--- config.mk ---
export PLATFORM = sky130hd
export DESIGN_NAME = i3c_bus_arbiter
export DESIGN_NICKNAME = d
export VERILOG_FILES = /design/src/rtl/i3c_bus_arbiter.sv
export SDC_FILE = /design/constraint.sdc
export NUM_CORES = 1
export LEC_CHECK = 0
export CAP_MARGIN = 40
export CORE_MARGIN = 4
export CORE_UTILIZATION = 50
export CTS_CLUSTER_DIAMETER = 50
export DETAILED_ROUTE_END_ITERATION = 16
export PLACE_DENSITY = 0.71
export SKIP_CTS_REPAIR_TIMING = 1
export SLEW_MARGIN = 20
export SYNTH_ARGS = -nofsm -noshare
export SYNTH_HDL_FRONTEND = slang
export SYNTH_SLANG_ARGS = --single-unit
--- constraint.sdc ---
create_clock -name i_clk -period 2.42 [get_ports i_clk]
set_clock_uncertainty 0.2 [all_clocks]
set_input_delay 0.363 -clock i_clk [delete_from_list [all_inputs] [get_ports i_clk]]
set_output_delay 0.363 -clock i_clk [all_outputs]
set_load 0.01 [all_outputs]
--- src/rtl/i3c_bus_arbiter.sv ---
// I3C bus arbiter: grants the bus to one of three engines (DAA, SDR, CCC/HDR) with START/STOP framing and a grant watchdog.
// Define I3C_ARB_RR_EN for round-robin arbitration; otherwise fixed priority bit0 > bit1 > bit2.
module i3c_bus_arbiter #(
  parameter logic [15:0] TIMEOUT = 16'd50000
) (
  input  logic       i_clk,
  input  logic       i_rst_n,
  input  logic [2:0] i_req,
  input  logic [2:0] i_done,
  input  logic       i_timer_bus_free_pure,
  output logic       o_start_pattern,
  output logic       o_stop_pattern,
  output logic [2:0] o_grant,
  output logic       o_busy,
  output logic       o_timeout
);

  typedef enum logic [2:0] {
    WAIT_FREE = 3'd0,
    READY     = 3'd1,
    START     = 3'd2,
    GRANTED   = 3'd3,
    STOP      = 3'd4
  } state_t;

  state_t      state_q, state_d;
  logic [1:0]  idx_q;
  logic [1:0]  winner;
  logic [15:0] wd_q;
  logic        timeout_q;
  logic [2:0]  grant_vec;
  logic        done_hit;
  logic        expire;
  logic        req_taken;

  assign grant_vec = 3'b001 << idx_q;
  // Only the owning engine's done bit can end the grant.
  assign done_hit  = |(i_done & grant_vec);
  assign expire    = (state_q == GRANTED) && !done_hit && (wd_q == TIMEOUT - 16'd1);
  assign req_taken = (state_q == READY) && (|i_req);

`ifdef I3C_ARB_RR_EN
  logic [1:0] rr_ptr_q;

  // Search begins one past the previous winner, wrapping modulo 3.
  always_comb begin
    winner = 2'd0;
    case (rr_ptr_q)
      2'd0:    winner = i_req[1] ? 2'd1 : (i_req[2] ? 2'd2 : 2'd0);
      2'd1:    winner = i_req[2] ? 2'd2 : (i_req[0] ? 2'd0 : 2'd1);
      default: winner = i_req[0] ? 2'd0 : (i_req[1] ? 2'd1 : 2'd2);
    endcase
  end

  always_ff @(posedge i_clk or negedge i_rst_n) begin
    if (!i_rst_n)       rr_ptr_q <= 2'd2;
    else if (req_taken) rr_ptr_q <= winner;
  end
`else
  always_comb begin
    winner = i_req[0] ? 2'd0 : (i_req[1] ? 2'd1 : 2'd2);
  end
`endif

  // NOTE: sequential state uses non-blocking assignments so every register samples pre-edge values.
  always_ff @(posedge i_clk or negedge i_rst_n) begin
    if (!i_rst_n) begin
      state_q   <= WAIT_FREE;
      idx_q     <= 2'd0;
      wd_q      <= 16'd0;
      timeout_q <= 1'b0;
    end else begin
      state_q   <= state_d;
      timeout_q <= expire;
      if (req_taken) idx_q <= winner;
      if (state_q == START)        wd_q <= 16'd0;
      else if (state_q == GRANTED) wd_q <= wd_q + 16'd1;
    end
  end

  // NOTE: every combinational output gets a default first so no latch is inferred.
  always_comb begin
    state_d         = state_q;
    o_start_pattern = 1'b0;
    o_stop_pattern  = 1'b1;
    o_grant         = 3'b000;
    o_busy          = 1'b0;
    case (state_q)
      WAIT_FREE: if (i_timer_bus_free_pure) state_d = READY;
      READY:     if (|i_req) state_d = START;
      START: begin
        o_start_pattern = 1'b1;
        o_stop_pattern  = 1'b0;
        o_busy          = 1'b1;
        state_d         = GRANTED;
      end
      GRANTED: begin
        o_stop_pattern = 1'b0;
        o_grant        = grant_vec;
        o_busy         = 1'b1;
        if (done_hit || expire) state_d = STOP;
      end
      STOP:    state_d = WAIT_FREE;
      default: state_d = WAIT_FREE;
    endcase
  end

  assign o_timeout = timeout_q;

endmodule

==> impl_metrics.tcl, run 1 <==
set metrics [dict create \
    place_congestion 0.7807 \
    power.density_nw_per_um2 809.6 \
    place_ws_ps 126.1 \
    power_mw 1.141 \
    slew_headroom_pct 77.51 \
    cts_buffers 3 \
    synth_top_cell_by_area "dfrtp_1" \
    cp_max_fo 5 \
    critical_path_buf_inv_count 2 \
    ant_nets 0 \
    critPathKind "reg2out" \
    period_share_pct 95.66 \
    die_area_sq_um 3146 \
    finalHoldViolations 0 \
    setup_ws_ps 105.1 \
    start_util_pct 52.26 \
    ys_seq_area_share_pct 47.62 \
    tritoncts "yes" \
    p_leak_nw 0.6192 \
    io_buffers 15 \
    grt_pass1_vias 1007 \
    period_needed_ps 2315 \
    synth_area_sq_um 1156 \
    gr-total-overflow 0 \
    layout-drive-gt1-share_pct 8.784 \
    cp_top_family "buffers and inverters" \
    num_antenna_cells 0 \
    tightest_slew_ps 334.2 \
    cpPeakStageDelay_ps 540 \
    cp_data_arrival_time_ps 1750 \
    ios 16 \
    antenna_found_initial 0 \
    clock_tree.root_cell "clkbuf_4" \
    grt_first_pass_wirelength_um 4229 \
    synth_seq_cells 22 \
    vias 1027 \
    synth_top_cells_by_count "dfrtp_1, nand2_1, nor2_1" \
    finalMaxSlewViolations 0 \
    met1_length_um 1081 \
    dpl.hpwl_um 1843 \
    drt_first_pass_iters 4 \
    syn_avg_cell_area_sq_um 9.032 \
    fp.dieW_um 56.09 \
    async_flop_share_pct 100.0 \
    synth_edf_count 0 \
    htreeDepth 1 \
    grt_max_degree 23 \
    clock.fmax_ghz 0.4320 \
    cts.sinks 22 \
    clk_pin_slew_ps 130 \
    grtUsageTotal_pct 16.52 \
    top_layer "met4" \
    first_iter_violations 18 \
    ir_drop_mv 0.6157 \
    dr_wl_met3_um 99 \
    synth.most_common_cell "dfrtp_1" \
    synth_nets 138 \
    yosys_warnings 0 \
    holdCritPathClass "in2async" \
    synthToLayoutAreaGrowth_pct 21.86 \
    critPathCaptureType "output port" \
    rows 17 \
    final_net_count 159 \
    avgRoutedWirePerCell_um 13.69 \
    dr_wl_met2_um 1214 \
    viasPerCell 5.835 \
    clk_latency_ps 300 \
    rsz0062_at_grt "false" \
    cp.required_ps 1860 \
    ys_types 33 \
    synthCells 128 \
    drv_cap 0 \
    cpMaxStageDelayCell "clkdlybuf4s50_1" \
    placed_cell_area_sq_um 1355 \
    synth_flop_cell "dfrtp_1" \
    crit_chain "and2b_2 -> nand2b_1 -> inv_1 -> clkdlybuf4s50_1" \
    fp.coreArea_sq_um 2212 \
    synth_top_area_share_pct 47.62 \
    routed_wl_um 2409 \
    critPathLaunchType "flip-flop" \
    die_y_um 56.09 \
    finalSetupViolCount 0 \
    synth_area_leaders "dfrtp_1, o21ai_0, nand2_1" \
    drc 0 \
    cts_buffer_depth 2 \
    outcome "completed" \
    fin_area_sq_um 1409 \
]
-- sequential cells by signal, indices dropped and copies added (netlist names) --
| name | flops |
|---|---|
| state_q | 3 |
| wd_q | 16 |
| o_timeout | 1 |
| idx_q | 2 |
-- kinds of logic after synthesis --
family                   Yosys count  share of synthesized area, %
multiplexers                       2                         1.732
AO/OA/AOI/OAI                     27                         13.64
adder cells (fa/ha/maj)            1                         1.082
AND/OR/NAND/NOR                   62                         28.68
buffers and inverters             10                         4.221
flip-flops                        22                         47.62
XOR/XNOR                           4                         3.031
-- routing by layer --
metal  vias up  track usage, %
li1        506               -
met1       497           21.34
met2        22           28.38
met3         2           2.320
met4         0           5.085
met5         -               0
-- where the power goes --
group	switching, mW	internal (mW)
Sequential	0.0853	0.427
Combinational	0.227	0.200
Clock	0.110	0.0917
-- area by class of cell --
class	count	area, sq um
clock buffers	4	36.28
fillers	208	803.3
multi-input cells	96	566.8
inverters	6	25.02
well taps	28	35.03
flip-flops and latches	22	550.5
repair buffers	20	195.2
-- layout by cell type, fill, tap and decap left out, types with 3 or more instances in the layout --
cell / Yosys / layout
nor3_1: 4 / 4
dlymetal6s2s_1: 0 / 3
nand3_1: 5 / 5
or4_1: 5 / 5
inv_1: 5 / 5
nor4_1: 4 / 4
a21oi_1: 8 / 7
xnor2_1: 3 / 3
nor2_1: 13 / 13
clkbuf_4: 0 / 3
dfrtp_1: 22 / 22
clkdlybuf4s50_1: 0 / 12
nand4_1: 3 / 3
o21ai_0: 11 / 11
buf_4: 0 / 5
or3_1: 6 / 6
nand2_1: 13 / 13
-- through the flow --
step	setup TNS [ps]	util, %	std cells	hold WS, ps
2_1_floorplan	0	-	128	-132.6
3_3_place_gp	0	61.26	172	291.7
3_5_place_dp	0	61.26	172	297.8
4_1_cts	-469.3	62.90	176	200.9
5_1_grt	0	63.69	176	210.6
6_report	0	63.69	176	191.6
-- worst paths after layout --
path / slack (ps) / startpoint / end / cells past startpoint
worst max-delay path: 110 / state_q[2] / o_start_pattern / 4
worst min-delay path: 190 / i_rst_n / wd_q[12] / 2
worst max register to register: 160 / state_q[2] / wd_q[11] / 6
worst min register to register: 330 / wd_q[1] / wd_q[1] / 2
max in group asynchronous: 1590 / i_rst_n / wd_q[11] / 2
min in group i_clk: 330 / wd_q[1] / wd_q[1] / 2
No activity file was read; power rests on OpenSTA's default activity.
==> run 2: changes to the inputs <==
--- a/config.mk
+++ b/config.mk
@@ -5,10 +5,9 @@
 export SDC_FILE = /design/constraint.sdc
 export NUM_CORES = 1
 export LEC_CHECK = 0
-export CAP_MARGIN = 40
+export CAP_MARGIN = 20
 export CORE_MARGIN = 4
 export CORE_UTILIZATION = 50
-export CTS_CLUSTER_DIAMETER = 50
 export DETAILED_ROUTE_END_ITERATION = 16
 export PLACE_DENSITY = 0.71
 export SKIP_CTS_REPAIR_TIMING = 1
==> results of run 2 <==
The final DEF is identical to that of run 1; final timing and power are the same.
